**src/rtl/spi_usb_responder.sv**
```systemverilog
// spi_usb_responder
//   SPI mode-0 peripheral that stands in for the USB host-controller shield in
//   simulation and loopback builds. It holds a 32x8 register file that is reached
//   through a MAX3421E-style command byte, formatted as {addr[4:0], x, dir, x}.
//   It also holds an IRQ flag register and an IRQ enable register, and drives an
//   active-low irq output. The SPI pins are oversampled by Clk.
//
// Ports
//   Clk      in   system clock (SCLK must be at most Clk/8)
//   Reset_n  in   asynchronous reset, active low
//   sclk     in   SPI clock, idle low
//   ss_n     in   SPI select, active low
//   mosi     in   SPI data in, MSB first
//   miso     out  SPI data out, MSB first
//   miso_oe  out  high while selected; the top level tristates miso when low
//   irq_n    out  low when any enabled flag is set
//   irq_set  in   one-cycle mask ORed into the flag register
//   rd_addr  in   local read address
//   rd_data  out  reg[rd_addr], combinational
//   wr_stb   out  one-cycle pulse per completed SPI write byte
//   wr_addr  out  address of that write
//   wr_data  out  data of that write
//
// state | meaning
// IDLE  | deselected, miso_oe low, waiting for ss_n to fall
// CMD   | shifting in the command byte, shifting out the status byte
// DATA  | data bytes: write (dir=1) or read, address auto-advances
module spi_usb_responder #(
    parameter int         IRQ_ADDR = 25,
    parameter int         IEN_ADDR = 26,
    parameter int         AUTO_INC = 1,
    parameter logic [7:0] RST_VAL  = 8'h00
) (
    input  logic       Clk,
    input  logic       Reset_n,
    input  logic       sclk,
    input  logic       ss_n,
    input  logic       mosi,
    output logic       miso,
    output logic       miso_oe,
    output logic       irq_n,
    input  logic [7:0] irq_set,
    input  logic [4:0] rd_addr,
    output logic [7:0] rd_data,
    output logic       wr_stb,
    output logic [4:0] wr_addr,
    output logic [7:0] wr_data
);

    localparam logic [1:0] IDLE = 2'd0;
    localparam logic [1:0] CMD  = 2'd1;
    localparam logic [1:0] DATA = 2'd2;

    localparam logic [4:0] IRQ_A = 5'(IRQ_ADDR);
    localparam logic [4:0] IEN_A = 5'(IEN_ADDR);

    logic [7:0] regs [32];

    logic [1:0] sclk_sync, ss_sync, mosi_sync;
    logic       sclk_d;
    logic       sclk_s, ss_s, mosi_s;
    logic       rise, fall;

    logic [1:0] state;
    logic [2:0] bitcnt;
    logic [7:0] rx, tx;
    logic [7:0] rx_next;
    logic [4:0] addr;
    logic       dir;
    logic       spi_wr;

    always_ff @(posedge Clk or negedge Reset_n) begin
        if (!Reset_n) begin
            sclk_sync <= 2'b00;
            ss_sync   <= 2'b11;
            mosi_sync <= 2'b00;
            sclk_d    <= 1'b0;
        end else begin
            sclk_sync <= {sclk_sync[0], sclk};
            ss_sync   <= {ss_sync[0], ss_n};
            mosi_sync <= {mosi_sync[0], mosi};
            sclk_d    <= sclk_sync[1];
        end
    end

    assign sclk_s  = sclk_sync[1];
    assign ss_s    = ss_sync[1];
    assign mosi_s  = mosi_sync[1];
    assign rise    = sclk_s & ~sclk_d;
    assign fall    = ~sclk_s & sclk_d;
    assign rx_next = {rx[6:0], mosi_s};

    // Completed data byte of a write transfer; the register file commits it on this edge.
    assign spi_wr = (state == DATA) && !ss_s && rise && (bitcnt == 3'd7) && dir;

    always_ff @(posedge Clk or negedge Reset_n) begin
        if (!Reset_n) begin
            state   <= IDLE;
            bitcnt  <= 3'd0;
            rx      <= 8'h00;
            tx      <= 8'h00;
            addr    <= 5'd0;
            dir     <= 1'b0;
            miso_oe <= 1'b0;
            wr_stb  <= 1'b0;
            wr_addr <= 5'd0;
            wr_data <= 8'h00;
        end else begin
            wr_stb <= 1'b0;
            if (ss_s) begin
                // Deselect at any time discards a partial byte.
                state   <= IDLE;
                bitcnt  <= 3'd0;
                tx      <= 8'h00;
                miso_oe <= 1'b0;
            end else begin
                case (state)
                    IDLE: begin
                        state   <= CMD;
                        bitcnt  <= 3'd0;
                        tx      <= regs[IRQ_A];
                        miso_oe <= 1'b1;
                    end
                    CMD, DATA: begin
                        if (rise) begin
                            rx     <= rx_next;
                            bitcnt <= bitcnt + 3'd1;
                            if (bitcnt == 3'd7) begin
                                if (state == CMD) begin
                                    addr  <= rx_next[7:3];
                                    dir   <= rx_next[1];
                                    state <= DATA;
                                end else begin
                                    if (dir) begin
                                        wr_stb  <= 1'b1;
                                        wr_addr <= addr;
                                        wr_data <= rx_next;
                                    end
                                    if (AUTO_INC != 0)
                                        addr <= addr + 5'd1;
                                end
                            end
                        end else if (fall) begin
                            // bitcnt wraps to 0 only after the 8th rise, so this is the 8th fall.
                            if (bitcnt == 3'd0)
                                tx <= regs[addr];
                            else
                                tx <= {tx[6:0], 1'b0};
                        end
                    end
                    default: state <= IDLE;
                endcase
            end
        end
    end

    // Flag register: a W1C write and irq_set can land in the same cycle; set wins per bit.
    always_ff @(posedge Clk or negedge Reset_n) begin
        if (!Reset_n) begin
            for (int i = 0; i < 32; i++)
                regs[i] <= RST_VAL;
        end else begin
            if (spi_wr && (addr != IRQ_A))
                regs[addr] <= rx_next;
            if (spi_wr && (addr == IRQ_A))
                regs[IRQ_A] <= (regs[IRQ_A] & ~rx_next) | irq_set;
            else
                regs[IRQ_A] <= regs[IRQ_A] | irq_set;
        end
    end

    always_ff @(posedge Clk or negedge Reset_n) begin
        if (!Reset_n)
            irq_n <= 1'b1;
        else
            irq_n <= ~|(regs[IRQ_A] & regs[IEN_A]);
    end

    assign miso    = tx[7];
    assign rd_data = regs[rd_addr];

endmodule

```
**config.mk**
```make
export PLATFORM = sky130hd
export DESIGN_NAME = spi_usb_responder
export DESIGN_NICKNAME = d
export VERILOG_FILES = /design/src/rtl/spi_usb_responder.sv
export SDC_FILE = /design/constraint.sdc
export NUM_CORES = 1
export LEC_CHECK = 0
export ABC_AREA = 0
export BUFFER_PORTS_ARGS = -buffer_cell sky130_fd_sc_hd__buf_2
export CORE_MARGIN = 2
export CORE_UTILIZATION = 40
export DETAILED_ROUTE_END_ITERATION = 8
export PLACE_DENSITY = 0.65
export SLEW_MARGIN = 5
export SYNTH_ARGS = -nofsm -noshare
export SYNTH_HDL_FRONTEND = slang
export SYNTH_SLANG_ARGS = --single-unit
export TNS_END_PERCENT = 100
```
**constraint.sdc**
```tcl
create_clock -name Clk -period 4.2 [get_ports Clk]
set_input_delay 0.84 -clock Clk [delete_from_list [all_inputs] [get_ports Clk]]
set_output_delay 0.84 -clock Clk [all_outputs]
set_load 0.01 [all_outputs]
```
**After elaboration in Yosys (flattened, before gate mapping)**

Index checks and enable logic that the tools add are counted.

- Add/sub/neg operators: 2
- Order comparisons: 3
- Eq/ne operators: 10
- Mux-type cells: 32
- Bitwise logic cells: 13
- Reductions and logical operators: 22

Operator list:

| kind | count |
|---|---|
| bitwise mux 256 bit | 1 |
| binary-select mux 8 bit (select 5 bit) | 2 |
| two-way mux 8 bit | 10 |
| demux 8 bit (select 5 bit) | 1 |
| AND 8 bit | 2 |
| OR 8 bit | 2 |
| case mux 8 bit (2 select lines) | 1 |
| inequality test 3 bit (second input constant) | 5 |
| greater-or-equal comparator 6 bit (second input constant) | 2 |
| NOT 5 -> 6 bit | 2 |
| AND reduction 3 bit | 3 |
| two-way mux 1 bit | 8 |
| two-way mux 2 bit | 4 |
| NOT 8 bit | 1 |
| OR reduction 8 bit | 1 |
| logical AND 1 bit | 7 |
| < comparator 6 x 1 -> 1 bit (second input constant) | 1 |
| two-way mux 3 bit | 2 |
| case mux 3 bit (2 select lines) | 1 |
| AND reduction 6 bit | 1 |
| adder 5 x 1 -> 5 bit (second input constant) | 1 |
| equality test 5 bit (second input constant) | 1 |
| two-way mux 5 bit | 1 |
| inequality test 5 bit (second input constant) | 1 |
| other kinds (16) | 21 |

- Register bits: 305
- Input bits: 18
- Word-level logic and storage cells: 129

**Logic depth before layout (Yosys ltp)**

Gate-level depths: netlist (run 1).

- Depth after elaboration: 9
- Depth in mapped cells: 10
- Depth with buffers taken out: 7

**Least setup slack after synthesis (run 1)**

Ideal clock, no wire load.

- Kind: input-to-output
- From: input port rd_addr[0]
- To: output port rd_data[0]
- Data arrival time: 2.846 ns
- Required time: 3.360 ns
- Setup slack: 0.514 ns
- Stages: 5
- Buffers on the path: 2
- Cells stage by stage: buf_2 > buf_1 > mux4_2 > mux4_2 > o21a_1

- Cells in the longest elaborated chain, start to end: 4

RTL lines:

| item | RTL line | text |
|---|---|---|
| start, declared | 43 | `input logic [4:0] rd_addr,` |
| NOT 5 -> 6 bit (implied by the code) | 180 | `assign rd_data = regs[rd_addr];` |
| binary-select mux 8 bit (select 5 bit) | 180 |  |
| two-way mux 8 bit (implied by the code) (2 in series) | 180 |  |
| end, declared | 44 | `output logic [7:0] rd_data,` |

Every way passes these cells. The select of a mux whose other input is x is not followed.

**Worst setup path after layout (run 1)**

- From: input port rd_addr[1]
- To: output port rd_data[3]

Same word-level chain as after synthesis.

==> results.json, run 1 <==
{
  "power_leakage_nw": 7.863,
  "post_cts_resized": 0,
  "r2r-end": "tx[2]",
  "hpwl_um": 32270,
  "cpMaxStageDelayCell": "mux2i_1",
  "cp-startpoint": "rd_addr[1]",
  "p_per_area_nw_per_um2": 361.3,
  "cts_tree": "done",
  "area_growth_pct": 12.53,
  "grt_overflow": 0,
  "grt_use_met2_pct": 34.27,
  "drtIter0Drc": 1361,
  "ys_top_cells_by_count": "302 x dfrtp_1, 266 x mux2_2, 127 x mux2i_1, 81 x mux4_2, 64 x clkbuf_1",
  "crit_path_start_kind": "primary input",
  "syn_inst": 1203,
  "critPathKind": "in2out",
  "clk_path_buf_depth": 3,
  "timing.rr.start": "addr[1]",
  "synth_edf_count": 0,
  "synth_flop_cell": "dfrtp_1",
  "r2r_slack_ns": 1.10,
  "crit_chain": "buf_2 -> buf_4 -> mux4_2 -> mux2i_1 -> a22oi_1 -> o21a_1 -> buf_2",
  "final_cell_count_no_fill": 1774,
  "grt_use_total_pct": 23.19,
  "crit_path_end": "rd_data[3]",
  "ys_ff_latch": 305,
  "maxSlewViolCount": 0,
  "grt_max_degree": 121,
  "num_vias": 11030,
  "drive_above_1_share_pct": 41.79,
  "finalSetupTns_ns": 0,
  "fmax_mhz": 274.2,
  "cpMostUsedCell": "buf_2",
  "maxCapViolations": 0,
  "numClockSinks": 305,
  "post-synth-top-count-cell": "dfrtp_1",
  "num-nets-final": 1254,
  "cp.arrival_ns": 2.81,
  "final_hold_viol_count": 0,
  "drc_errors": 0,
  "gr-usage-met3_pct": 4.862,
  "port_buffers": 42,
  "clk_pin_slew_ns": 0.05,
  "crit_buf_inv": 3,
  "finish.utilization_pct": 45.79,
  "num_rows": 73,
  "min_period_ns": 3.647,
  "crit_path_end_kind": "output port",
  "drtAntennaViolNets": 0,
  "grt_pass1_vias": 10990,
  "rsz0062_at_grt": "false",
  "grt_busiest_layer": "met2",
  "syn_area_sq_um": 16240,
  "core_sq_um": 39910,
  "ir_drop_mv": 0.2725,
  "worstRegToRegCells": 6,
  "syn_avg_cell_area_sq_um": 13.50,
  "critPathMaxStageDelay_ns": 0.48,
  "antennaDiodeCount": 0,
  "wl_per_cell_um": 27.08,
  "place_inst": 1713,
  "grt_first_pass_wirelength_um": 72670,
  "die-area_sq_um": 42240,
  "fin_crit_sh_pct": 86.84,
  "routed_wl_um": 48030,
  "critical-path-top-delay-family": "multiplexers",
  "crit_fanout": 13,
  "die_w_um": 205.5,
  "synth_nets": 1232,
  "pin_count": 43,
  "synth_cell_types": 53,
  "yosysWarnings": 0,
  "vias_per_cell": 6.216,
  "clk_latency_ns": 0.53,
  "clock_skew_ns": 0.01152,
  "yosysTopAreaCellShare_pct": 46.53,
  "total_power_mw": 6.604,
  "post_cts_buffers": 0,
  "cts_made_buffers": 35,
  "synth-seq-area-share_pct": 47.01,
  "gp_congestion": 0.9288,
  "hp-class": "in2async",
  "initial_core_util_pct": 40.69,
  "setup_violations": 0,
  "path_depth": 7,
  "placed_area_sq_um": 17130,
  "synth_area_leader_cell": "dfrtp_1",
  "firstDrtPassIters": 7,
  "max_slew_margin_pct": 24.74,
  "tightest_slew_ns": 1.129,
  "synthTopCellsByArea": "dfrtp_1 47%, mux2_2 18%, mux4_2 11%, mux2i_1 7.8%, o22ai_1 1.5%",
  "async_reset_ff_share_pct": 100.0,
  "ctsHoldBuffers": 0,
  "grt_antenna_before_repair": 0,
  "fp.dieH_um": 205.5,
  "globalRouteMet1Util_pct": 32.37,
  "status": "finished clean",
  "cp_data_required_time_ns": 3.36,
  "ctsHtreeMaxLevel": 2,
  "design_area_sq_um": 18280,
  "cts-root-buf": "clkbuf_16"
}
-- through the flow --
stage / hold WS (ns) / setup slack, ns
after global routing: 0.3017 / 0.5172
after global placement: 0.3334 / 0.6118
after detailed placement: 0.3355 / 0.5958
after floorplan: 0.3312 / 0.5137
final: 0.2537 / 0.5527
after CTS: 0.2754 / 0.5987
-- per-layer routing --
layer | vias to the layer above | share of wire (%)
met5 | - | 0
met4 | 0 | 5.3
met3 | 120 | 8.4
met2 | 557 | 44
met1 | 5756 | 42
li1 | 4594 | -
-- worst min path at each step --
stage | start | to
finish | Reset_n | wr_data[4]
global route | Reset_n | wr_data[4]
CTS | Reset_n | wr_data[5]
detailed placement | mosi_sync[0] | mosi_sync[1]
global placement | mosi_sync[0] | mosi_sync[1]
floorplan | mosi_sync[0] | mosi_sync[1]
-- final cells by class --
type                            instances  area, sq um
Fill cell                            3500        21640
Timing Repair Buffer                   81        603.1
Tap cell                              525        656.9
Inverter                               16        60.06
Clock buffer                           52         1072
Sequential cell                       305         7640
Clock inverter                          9        72.57
Multi-Input combinational cell        786         8174
-- cells in the final DEF (no fill, tap or decap), drive strengths merged, types with 6 or more instances in the layout --
cell type	n
nand2	26
nor2	70
dfrtp	302
a21oi	10
mux4	81
o221ai	6
clkbuf	52
a22oi	12
nor4	7
buf	81
o21a	9
nand3	12
mux2i	127
a21o	7
o22ai	40
mux2	266
a211oi	6
inv	16
nor3	18
o21ai	12
nor2b	6
a22o	7
ha	11
a221oi	6
clkinv	7
-- flip-flops by register name, indices dropped and copies added (netlist names) --
| register | flops |
|---|---|
| tx | 8 |
| addr | 5 |
| mosi_sync | 2 |
| wr_data | 8 |
| rx | 7 |
| sclk_d | 1 |
| state | 2 |
| regs | 256 |
| dir | 1 |
| irq_n | 1 |
| sclk_sync | 2 |
| miso_oe | 1 |
| ss_sync | 2 |
| wr_addr | 5 |
| wr_stb | 1 |
| bitcnt | 3 |
-- where the power goes --
group / leakage, nW / total (mW) / internal, mW / switching, mW
Clock: 0.569 / 3.06 / 1.82 / 1.23
Sequential: 4.18 / 3.03 / 2.97 / 0.0522
Combinational: 3.11 / 0.524 / 0.145 / 0.379
Total: 7.86 / 6.60 / 4.94 / 1.66
-- cells by family (layout without fill, tap and decap cells) --
logic type      count (synthesis)  after routing  synth area share (%)
mux                           474            474                 37.50
fa+ha+maj                      11             11                0.8473
compound gates                130            130                 5.662
flops                         305            305                 47.01
simple gates                  171            171                 6.317
buf+inv                       112            158                 2.665
No activity file was read; power rests on OpenSTA's default activity.
==> run 2, diff against run 1 <==
--- a/config.mk
+++ b/config.mk
@@ -11,2 +11,3 @@
 export CORE_UTILIZATION = 40
+export CTS_CLUSTER_SIZE = 10
 export DETAILED_ROUTE_END_ITERATION = 8
--- a/constraint.sdc
+++ b/constraint.sdc
@@ -3,2 +3,2 @@
 set_output_delay 0.84 -clock Clk [all_outputs]
-set_load 0.01 [all_outputs]
+set_load 0.05 [all_outputs]
==> results.json, run 2 (synthesis gave the netlist of run 1 again) <==
{
  "maxCapViolations": 0,
  "worstRegToRegCells": 7,
  "pin_count": 43,
  "p_per_area_nw_per_um2": 357.0,
  "antennaDiodeCount": 0,
  "power_leakage_nw": 7.815,
  "clock_skew_ns": 0.02406,
  "hold_end": "mosi_sync[1]",
  "area_growth_pct": 12.15,
  "area.sequential_sq_um": 7640,
  "vias_per_cell": 6.099,
  "grt_pass1_vias": 11110,
  "multi_input_area_sq_um": 8174,
  "numClockSinks": 305,
  "num_rows": 73,
  "r2r_slack_ns": 1.12,
  "cp_data_required_time_ns": 3.36,
  "cts_tree": "done",
  "critPathKind": "in2out",
  "setup_violations": 0,
  "fp.dieH_um": 205.5,
  "timing.rr.start": "bitcnt[0]",
  "clk_latency_ns": 0.54,
  "wl_per_cell_um": 27.26,
  "crit_buf_inv": 3,
  "drtAntennaViolNets": 0,
  "num-nets-final": 1254,
  "port_buffers": 42,
  "crit_fanout": 64,
  "drc_errors": 0,
  "fmax_mhz": 269.4,
  "min_period_ns": 3.713,
  "fin_crit_sh_pct": 88.39,
  "max_slew_margin_pct": 20.21,
  "cpMaxStageDelayCell": "mux4_2",
  "whs_path_depth": 0,
  "largest_register": "regs",
  "die_w_um": 205.5,
  "cts_made_buffers": 37,
  "post_cts_buffers": 0,
  "grt_first_pass_wirelength_um": 73960,
  "tightest_slew_ns": 1.197,
  "ctsHtreeMaxLevel": 2,
  "final_hold_viol_count": 0,
  "clk_pin_slew_ns": 0.06,
  "post_cts_resized": 0,
  "gp_congestion": 0.9303,
  "ir_drop_mv": 0.2235,
  "num_vias": 10800,
  "critical-path-top-delay-family": "multiplexers",
  "hp-class": "reg2reg",
  "crit_path_start_kind": "primary input",
  "mostFrequentLayoutCells": "301 x dfrtp_1, 266 x mux2_2, 127 x mux2i_1",
  "finish.utilization_pct": 45.64,
  "reg_top3": "regs (256), tx (8), wr_data (8)",
  "largest_reg_flops": 256,
  "finalSetupTns_ns": 0,
  "drive_above_1_share_pct": 40.77,
  "drtIter0Drc": 1097,
  "cp.arrival_ns": 2.87,
  "cpMostUsedCell": "buf_2",
  "hp-start": "mosi_sync[0]",
  "initial_core_util_pct": 40.69,
  "grt_max_degree": 105,
  "clk_path_buf_depth": 3,
  "grt_use_total_pct": 23.62,
  "grt_antenna_before_repair": 0,
  "ctsHoldBuffers": 0,
  "fillers": 3569,
  "status": "finished clean",
  "layout_commonest_cell": "dfrtp_1",
  "critPathMaxStageDelay_ns": 0.60,
  "maxSlewViolCount": 0,
  "rsz0062_at_grt": "false",
  "crit_chain": "buf_2 -> buf_12 -> mux4_2 -> mux2i_1 -> a22oi_1 -> o21a_1 -> buf_2",
  "cts-root-buf": "clkbuf_16",
  "r2r-end": "regs[75]",
  "hpwl_um": 32850,
  "final_cell_count_no_fill": 1771,
  "core_sq_um": 39910,
  "crit_path_end_kind": "output port",
  "place_inst": 1711,
  "firstDrtPassIters": 5,
  "routed_wl_um": 48280,
  "die-area_sq_um": 42240,
  "grt_overflow": 0
}
-- run 2: worst register-to-register path, cell delays in order (launching register included) --
cell	delay (ns)
dfrtp_1	0.39
ha_1	0.17
ha_1	0.27
nand2_1	0.14
a2111oi_4	0.49
nand2_2	0.42
nor2_2	0.64
mux2_2	0.41
-- run 2: layout make-up --
class | count | share of cell area, %
Multi-Input combinational cell | 786 | 44.87
Sequential cell | 305 | 41.94
Clock inverter | 3 | 0.1030
Clock buffer | 57 | 5.783
Timing Repair Buffer | 79 | 3.366
Tap cell | 525 | 3.606
Inverter | 16 | 0.3297
-- run 2: where the power goes --
part / leakage (nW) / switching [mW] / total (mW) / internal (mW)
Clock: 0.520 / 1.21 / 2.93 / 1.71
Sequential: 4.18 / 0.0573 / 3.03 / 2.97
Combinational: 3.12 / 0.399 / 0.545 / 0.146
Total: 7.81 / 1.67 / 6.50 / 4.83
-- run 2: worst max-delay path by stage --
stage               startpoint         end  slack (ns)  depth (start not counted)
floorplan           rd_addr[0]  rd_data[0]        0.37                          5
global placement    rd_addr[0]  rd_data[7]        0.52                          6
detailed placement  rd_addr[0]  rd_data[7]        0.50                          6
CTS                 rd_addr[0]  rd_data[7]        0.50                          6
global route        rd_addr[0]  rd_data[4]        0.42                          6
finish              rd_addr[1]  rd_data[5]        0.49                          7
-- run 2: layer usage --
| layer | vias up | part of all wire, % | GRT usage (%) |
|---|---|---|---|
| li1 | 4595 | - | - |
| met1 | 5715 | 43 | 33.27 |
| met2 | 411 | 46 | 36.62 |
| met3 | 81 | 7.0 | 4.450 |
| met4 | 0 | 3.3 | 8.094 |
| met5 | - | 0 | 0 |
-- run 2: through the flow --
step | hold WS (ns) | power (mW) | setup slack (ns) | instance area, sq um
6_report | 0.3471 | 6.504 | 0.4875 | 18220
5_1_grt | 0.3622 | 6.720 | 0.4243 | 18220
4_1_cts | 0.3501 | 6.554 | 0.4980 | 18220
3_5_place_dp | 0.3373 | 3.625 | 0.4962 | 17140
3_3_place_gp | 0.3332 | 3.616 | 0.5171 | 17140
2_1_floorplan | 0.3312 | 3.352 | 0.3666 | 16240
